<file path="config.mk">
export PLATFORM = sky130hd
export DESIGN_NAME = id_ex_stage
export DESIGN_NICKNAME = d
export VERILOG_FILES = /design/src/rtl/alu_pkg.sv /design/src/rtl/imm_gen.sv /design/src/rtl/id_ex_stage.sv
export SDC_FILE = /design/constraint.sdc
export NUM_CORES = 1
export LEC_CHECK = 0
export ABC_AREA = 0
export CORE_MARGIN = 5
export CORE_UTILIZATION = 45
export CTS_CLUSTER_DIAMETER = 40
export DETAILED_ROUTE_END_ITERATION = 10
export PLACE_DENSITY_LB_ADDON = 0.2
export SYNTH_ARGS = -nofsm -noshare
export SYNTH_HDL_FRONTEND = slang
export SYNTH_HIERARCHICAL = 1
export SYNTH_SLANG_ARGS = --single-unit
</file>
<file path="constraint.sdc">
create_clock -name clk -period 6.15 [get_ports clk]
set_clock_uncertainty 0.1 [all_clocks]
set_input_delay 1.845 -clock clk [delete_from_list [all_inputs] [get_ports clk]]
set_output_delay 1.845 -clock clk [all_outputs]
set_load 0.1 [all_outputs]
</file>
<file path="src/rtl/alu_pkg.sv">
`default_nettype none
// +----------------------------------------------------------------------+
// | Package : alu_pkg                                                    |
// | Shared ALU select codes, RV32I opcode/funct7 constants and operand   |
// | source types used by the decode stage and the ALU.                   |
// | Revision: 1.0  initial release                                       |
// +----------------------------------------------------------------------+
package alu_pkg;

  // ALUSel encoding understood by the ALU
  localparam logic [3:0] ALU_ADD  = 4'd0;
  localparam logic [3:0] ALU_SUB  = 4'd1;
  localparam logic [3:0] ALU_SLL  = 4'd2;
  localparam logic [3:0] ALU_SLT  = 4'd3;
  localparam logic [3:0] ALU_SLTU = 4'd4;
  localparam logic [3:0] ALU_XOR  = 4'd5;
  localparam logic [3:0] ALU_SRL  = 4'd6;
  localparam logic [3:0] ALU_SRA  = 4'd7;
  localparam logic [3:0] ALU_OR   = 4'd8;
  localparam logic [3:0] ALU_AND  = 4'd9;

  // Supported major opcodes
  localparam logic [6:0] OPC_OP    = 7'b0110011;
  localparam logic [6:0] OPC_OPIMM = 7'b0010011;
  localparam logic [6:0] OPC_LUI   = 7'b0110111;
  localparam logic [6:0] OPC_AUIPC = 7'b0010111;

  // funct7 values: base encoding and the sub/sra alternate
  localparam logic [6:0] F7_BASE = 7'h00;
  localparam logic [6:0] F7_ALT  = 7'h20;

  // Operand source selects produced by decode
  typedef enum logic [1:0] {
    A_ZERO,
    A_RS1,
    A_PC
  } a_src_e;

  typedef enum logic [2:0] {
    B_ZERO,
    B_RS2,
    B_IMM_I,
    B_SHAMT,
    B_IMM_U
  } b_src_e;

  // funct3 -> ALUSel; alt selects sub (f3=000) or sra (f3=101)
  function automatic logic [3:0] f3_to_alusel(input logic [2:0] f3, input logic alt);
    logic [3:0] sel;
    sel = ALU_ADD;
    case (f3)
      3'b000:  sel = alt ? ALU_SUB : ALU_ADD;
      3'b001:  sel = ALU_SLL;
      3'b010:  sel = ALU_SLT;
      3'b011:  sel = ALU_SLTU;
      3'b100:  sel = ALU_XOR;
      3'b101:  sel = alt ? ALU_SRA : ALU_SRL;
      3'b110:  sel = ALU_OR;
      default: sel = ALU_AND;
    endcase
    return sel;
  endfunction

endpackage : alu_pkg
`default_nettype wire

</file>
<file path="src/rtl/imm_gen.sv">
`default_nettype none
// +----------------------------------------------------------------------+
// | Module  : imm_gen                                                    |
// | Combinational I-type / U-type immediate and shift-amount extraction, |
// | each extended to WIDTH bits.                                         |
// | Revision: 1.0  initial release                                       |
// +----------------------------------------------------------------------+
module imm_gen #(
  parameter int WIDTH = 32
) (
  input  logic [19:0]      instr_hi,  // instruction bits [31:12]
  output logic [WIDTH-1:0] imm_i,
  output logic [WIDTH-1:0] imm_u,
  output logic [WIDTH-1:0] shamt
);

  // I-imm lives in instr[31:20]; U-imm is instr[31:12] shifted up by 12
  assign imm_i = WIDTH'($signed(instr_hi[19:8]));
  assign imm_u = WIDTH'($signed({instr_hi, 12'b0}));
  // Shift amount is instr[24:20], always zero-extended
  assign shamt = WIDTH'(instr_hi[12:8]);

endmodule : imm_gen
`default_nettype wire

</file>
<file path="src/rtl/id_ex_stage.sv">
`default_nettype none
// +----------------------------------------------------------------------+
// | Module  : id_ex_stage                                                |
// | Decode/execute pipeline register: decodes RV32I OP/OP-IMM/LUI/AUIPC  |
// | into ALUSel and operands with ALU-result forwarding, held in a       |
// | single-entry valid/ready register.                                   |
// | Revision: 1.0  initial release                                       |
// +----------------------------------------------------------------------+
module id_ex_stage #(
  parameter int WIDTH = 32
) (
  input  logic             clk,
  input  logic             rst,
  input  logic             in_valid,
  output logic             in_ready,
  input  logic [31:0]      in_instr,
  input  logic [WIDTH-1:0] in_pc,
  input  logic [WIDTH-1:0] rs1_data,
  input  logic [WIDTH-1:0] rs2_data,
  input  logic             ex_wr,
  input  logic [4:0]       ex_rd,
  input  logic [WIDTH-1:0] ex_result,
  input  logic             flush,
  output logic             out_valid,
  input  logic             out_ready,
  output logic [3:0]       out_alusel,
  output logic [WIDTH-1:0] out_a,
  output logic [WIDTH-1:0] out_b,
  output logic [4:0]       out_rd,
  output logic             out_reg_write,
  output logic             out_illegal,
  output logic [WIDTH-1:0] out_pc
);
  import alu_pkg::*;

  logic [6:0]       opcode;
  logic [4:0]       rd;
  logic [2:0]       funct3;
  logic [4:0]       rs1_addr;
  logic [4:0]       rs2_addr;
  logic [6:0]       funct7;
  logic             accept;
  logic             fwd_rs1;
  logic             fwd_rs2;
  logic [WIDTH-1:0] rs1_val;
  logic [WIDTH-1:0] rs2_val;
  logic [WIDTH-1:0] imm_i;
  logic [WIDTH-1:0] imm_u;
  logic [WIDTH-1:0] shamt;
  logic             legal;
  logic [3:0]       dec_alusel;
  a_src_e           a_src;
  b_src_e           b_src;
  logic [WIDTH-1:0] op_a;
  logic [WIDTH-1:0] op_b;

  assign opcode   = in_instr[6:0];
  assign rd       = in_instr[11:7];
  assign funct3   = in_instr[14:12];
  assign rs1_addr = in_instr[19:15];
  assign rs2_addr = in_instr[24:20];
  assign funct7   = in_instr[31:25];

  // Single entry: a new instruction fits when empty or being drained
  assign in_ready = !out_valid || out_ready;
  assign accept   = in_valid && in_ready;

  // x0 is hard-wired zero, so a pending write to it is never forwarded
  assign fwd_rs1 = ex_wr && (ex_rd != 5'd0) && (ex_rd == rs1_addr);
  assign fwd_rs2 = ex_wr && (ex_rd != 5'd0) && (ex_rd == rs2_addr);
  assign rs1_val = fwd_rs1 ? ex_result : rs1_data;
  assign rs2_val = fwd_rs2 ? ex_result : rs2_data;

  imm_gen #(
    .WIDTH(WIDTH)
  ) u_imm_gen (
    .instr_hi(in_instr[31:12]),
    .imm_i   (imm_i),
    .imm_u   (imm_u),
    .shamt   (shamt)
  );

  // Decode opcode/funct fields into ALUSel and operand sources; illegal
  // encodings fall through with zero operands and ALU_ADD
  always_comb begin
    legal      = 1'b0;
    dec_alusel = ALU_ADD;
    a_src      = A_ZERO;
    b_src      = B_ZERO;
    case (opcode)
      OPC_OP: begin
        if (funct7 == F7_BASE) begin
          legal      = 1'b1;
          dec_alusel = f3_to_alusel(funct3, 1'b0);
        end else if (funct7 == F7_ALT && (funct3 == 3'b000 || funct3 == 3'b101)) begin
          legal      = 1'b1;
          dec_alusel = f3_to_alusel(funct3, 1'b1);
        end
        if (legal) begin
          a_src = A_RS1;
          b_src = B_RS2;
        end
      end
      OPC_OPIMM: begin
        if (funct3 == 3'b001) begin
          legal      = (funct7 == F7_BASE);
          dec_alusel = ALU_SLL;
          b_src      = B_SHAMT;
        end else if (funct3 == 3'b101) begin
          legal      = (funct7 == F7_BASE) || (funct7 == F7_ALT);
          dec_alusel = f3_to_alusel(funct3, funct7 == F7_ALT);
          b_src      = B_SHAMT;
        end else begin
          // funct7 is part of the immediate here; there is no subi
          legal      = 1'b1;
          dec_alusel = f3_to_alusel(funct3, 1'b0);
          b_src      = B_IMM_I;
        end
        a_src = A_RS1;
        if (!legal) begin
          dec_alusel = ALU_ADD;
          a_src      = A_ZERO;
          b_src      = B_ZERO;
        end
      end
      OPC_LUI: begin
        legal = 1'b1;
        a_src = A_ZERO;
        b_src = B_IMM_U;
      end
      OPC_AUIPC: begin
        legal = 1'b1;
        a_src = A_PC;
        b_src = B_IMM_U;
      end
      default: begin
        legal = 1'b0;
      end
    endcase
  end

  // Operand muxes driven by the decoded sources
  always_comb begin
    op_a = '0;
    op_b = '0;
    case (a_src)
      A_RS1:   op_a = rs1_val;
      A_PC:    op_a = in_pc;
      default: op_a = '0;
    endcase
    case (b_src)
      B_RS2:   op_b = rs2_val;
      B_IMM_I: op_b = imm_i;
      B_SHAMT: op_b = shamt;
      B_IMM_U: op_b = imm_u;
      default: op_b = '0;
    endcase
  end

  // Output register bank: flush beats accept, accept beats drain
  always_ff @(posedge clk) begin
    if (rst) begin
      out_valid     <= 1'b0;
      out_alusel    <= ALU_ADD;
      out_a         <= '0;
      out_b         <= '0;
      out_rd        <= 5'd0;
      out_reg_write <= 1'b0;
      out_illegal   <= 1'b0;
      out_pc        <= '0;
    end else if (flush) begin
      out_valid <= 1'b0;
    end else if (accept) begin
      out_valid     <= 1'b1;
      out_alusel    <= dec_alusel;
      out_a         <= op_a;
      out_b         <= op_b;
      out_rd        <= rd;
      out_reg_write <= legal && (rd != 5'd0);
      out_illegal   <= !legal;
      out_pc        <= in_pc;
    end else if (out_ready) begin
      out_valid <= 1'b0;
    end
  end

endmodule : id_ex_stage
`default_nettype wire
</file>
Word level (Yosys, flattened, before mapping)
Index checks and enable logic that the tools add are counted.
Storage, ports and cells
  register bits: 108
  latch bits: 0
  RAM bits: 0
  bits in read-only memories: 0
  output and inout bits: 109
  logic and storage cells: 78
  memories: 0
Operators by class
  $add $sub $neg: 0
  $mul: 0
  div/mod/pow operators: 0
  $lt $le $gt $ge: 0
  equality and inequality tests: 19
  shift-type cells: 0
  muxes and demuxes: 31
  bitwise operators: 1
  reduce and logical (&&, ||, !) cells: 19
Operators with widths (count)
  $pmux 32 s4: 1
  $mux 32: 2
  $pmux 32 s2: 1
  $pmux 4 s7: 2
  $eq 7x6->1 const B: 3
  $mux 4: 5
  $pmux 4 s5: 1
  $eq 7x5->1 const B: 2
  $mux 1: 14
  $eq 3x2->1 const B: 4
  $eq 3x3->1 const B: 4
  $eq 5x5->1: 2
  $reduce_bool 5->1: 2
  $pmux 3 s3: 1
  $pmux 4 s2: 1
  $logic_not 7->1: 1
  $eq 3x1->1 const B: 2
  $logic_and 1x1->1: 6
  $pmux 2 s3: 1
  $reduce_or 2->1: 2
  $logic_not 3->1: 1
  $logic_or 1x1->1: 3
  $mux 3: 1
  $pmux 1 s3: 1
  other kinds (6): 7

Depth between registers and ports, before layout
  depth after elaboration: 10
  depth in mapped cells: 11
  gate-level depth less buffers: 9

Hierarchy
The synthesis kept the hierarchy.
By module, submodules not included
  id_ex_stage: times used 1, cells an instance 649, area each 5435.2 um^2
  imm_gen: times used 1, cells an instance 97, area each 724.4 um^2

Worst setup path before layout
Ideal clock, no wire load.
  path type: input to output
  from: input out_ready
  to: output in_ready
  arrival: 2630 ps
  data required time: 4205 ps
  slack: 1575 ps
  cell stages on the path: 1
  buffers on the path: 0
  cell sequence: nand2b_1
On the way
  word-level cells in the longest chain between the ends: 1
Ends and longest elaborated chain
  start, declared: line id_ex_stage.sv:25  | input logic out_ready,
  $logic_or 1x1->1: line id_ex_stage.sv:65  | assign in_ready = !out_valid || out_ready;
  end, declared: line id_ex_stage.sv:15  | output logic in_ready,
Every way passes these cells.

Final worst setup path
Same ends and word-level chain as after synthesis.

==> results.cfg <==
[worst_setup_path]
criticalPathCategory = input pin to primary output
startpoint_type = input pin
arrival_ns = 2.75
crit_fanout = 3
critPathRequiredTime_ns = 4.20
crit_path_end_kind = primary output

[grt]
antenna_found_initial = 0
grt_pass1_vias = 5907
grt_pass1_wl_um = 33200
grt_util_all_layers_pct = 26.2
grt_max_degree = 47
grt_overflow = 0

[clock_tree]
cts_buffer_depth = 2
h-tree-depth = 3
tritoncts = done
clockRootBuffer = clkbuf_16
ctsResizeCount = 0
clock-sinks = 108
cts_buffers = 9
clk_latency_ns = 0.35
post_cts_buffers = 0
cts_hold_buf = 0
path_clk_slew_ns = 0.07

[power_and_ir_drop]
powerDensity_nw_per_um2 = 198
p_sw_uw = 492
pwr-share-seq_pct = 40.9
pwr-share-clk_pct = 39.8
p_sw_share_pct = 28.1
irDropWorstVdd_mv = 0.129
combPwrFrac_pct = 19.3
p_int_uw = 1260
leakagePower_uw = 0.00292

[timing]
tns_ns = 0
finalMaxSlewViolations = 0
fin_crit_ns = 4.70
setup_viol_count_final = 0
hold_viol = 0
maxSlewHeadroom_pct = 28.2
tightest_slew_ns = 1.07
rsz0062_at_grt = false
max_freq_ghz = 0.213
fin_crit_sh_pct = 76.4

[outcome]
status = complete, no violations

[detailed_routing]
drt_iter0_drc = 550
viasPerCell = 5.46
dr.pass1.iters = 10
dr_total_vias = 6113
ant_nets = 0
routed_wl_um = 22100
route.detailed.drc = 0
wl_per_cell_um = 19.8

[cells_and_area]
drive_gt1_share_pct = 4.98
syn_to_final_growth_pct = 43.6
final_nets = 1112
mostFrequentLayoutCells = 277 x clkdlybuf4s50_1, 181 x nand2_1, 108 x dfxtp_1
final_core_util_pct = 66.3
num_antenna_cells = 0
final_common_cell = clkdlybuf4s50_1

[logic_synthesis]
synthSimpleGateAreaFrac_pct = 15.5
async_flop_share_pct = 0
yosysSeqAreaShare_pct = 35.1
syn_area_per_cell_um2 = 8.26
synthMuxAreaShare_pct = 5.20
syn_inst = 746
ys_warn_count = 6
ys.flop_type = dfxtp_1
ys_ff_latch = 108
synth_adder_area_share_pct = 0.406
synth_cell_type_count = 48
synth_xor_area_share_pct = 1.71
synth_edf_count = 0
synth_area_um2 = 6160
synth_compound_area_share_pct = 25.9
synth_top_family_by_area = compound AO/OA/AOI/OAI gates

[worst_hold_path]
hold_path_class = register to register

[placement]
routabilityCongestion = 0.833
dp_hpwl_um = 16700
portBuffers = 279

[floorplan]
dieWidth_um = 127
start_util_pct = 46.1
fp.dieH_um = 127
io_pins = 280
dieArea_um2 = 16100
core_um2 = 13300
std_cell_rows = 42

[run]
drv_cap = 0
## kinds of logic (layout without fill, tap and decap cells)
group,after synthesis,after routing
compound gates,219,219
mux,32,32
xor+xnor,12,12
other cells,1,39
buf+inv,155,315
fa+ha+maj,2,2
simple gates,217,217
flops,108,108
## state kept, by name, indices dropped and copies added, names as in the netlist
name / flops
out_a: 32
out_b: 32
out_pc: 32
out_rd: 5
out_alusel: 4
out_illegal: 1
out_reg_write: 1
out_valid: 1
## metal layers
metal | global-route usage [%] | routed length (um) | up-vias
met4 | 9.65 | 554 | 0
met5 | 0 | 0 | -
li1 | - | - | 2942
met1 | 34.9 | 9410 | 2841
met3 | 4.80 | 1710 | 41
met2 | 42.6 | 10400 | 289
## worst max-delay path, stage by stage
cell and delay, ns:
clkdlybuf4s50_1 0.45, nand2b_1 0.15, buf_4 0.31
## Yosys cell counts, types with 3 or more instances
library cell | count | area [um2]
buf_2 | 9 | 45.0
xnor2_1 | 7 | 61.3
inv_1 | 5 | 18.8
a222oi_1 | 32 | 320
o21ai_1 | 10 | 50.1
a21boi_0 | 16 | 120
nand3_1 | 5 | 25.0
nand2_1 | 181 | 679
clkbuf_2 | 3 | 15.0
a22oi_1 | 32 | 240
dfxtp_1 | 108 | 2160
a32oi_1 | 32 | 280
a21oi_1 | 41 | 205
mux2i_1 | 32 | 320
nand2b_1 | 3 | 18.8
a21boi_1 | 16 | 120
nor2_1 | 6 | 22.5
o21ai_0 | 29 | 145
buf_4 | 105 | 788
xor2_1 | 5 | 43.8
clkbuf_1 | 31 | 116
## worst paths after layout
path	startpoint	endpoint	slack (ns)	depth (start not counted)
max	out_ready	in_ready	1.45	3
min reg2reg	out_pc[25]$_SDFFE_PP0P_	out_pc[25]$_SDFFE_PP0P_	0.35	2
min	out_pc[25]$_SDFFE_PP0P_	out_pc[25]$_SDFFE_PP0P_	0.35	2
max reg2reg	out_valid$_SDFFE_PP0P_	out_b[9]$_SDFFE_PP0P_	3.50	8
## stage by stage
| stage | worst slack (ns) | cell area (um2) | power (uW) | hold WS [ns] | cells |
|---|---|---|---|---|---|
| after floorplan | 1.57 | 6300 | 937 | 0.782 | 784 |
| after global placement | 1.48 | 8480 | 1070 | 0.341 | 1104 |
| after detailed placement | 1.43 | 8480 | 1070 | 0.346 | 1104 |
| after CTS | 1.45 | 8840 | 1760 | 0.356 | 1120 |
| after global routing | 1.39 | 8840 | 1810 | 0.372 | 1120 |
| final | 1.45 | 8840 | 1750 | 0.353 | 1120 |
## power by group through the flow
stage	sequential (uW)	combinational (uW)	clock [uW]
after floorplan	819	118	0
after global placement	732	334	0
after detailed placement	733	335	0
after CTS	716	337	706
after global routing	718	356	738
final	716	339	696
## final cells by class
class | instances | area [um2]
Timing Repair Buffer | 294 | 2900
Multi-Input combinational cell | 521 | 3190
Fill cell | 1169 | 4500
Clock inverter | 7 | 135
Inverter | 5 | 18.8
Tap cell | 176 | 220
Clock buffer | 9 | 225
Sequential cell | 108 | 2160
No activity file was read; power rests on OpenSTA's default activity.
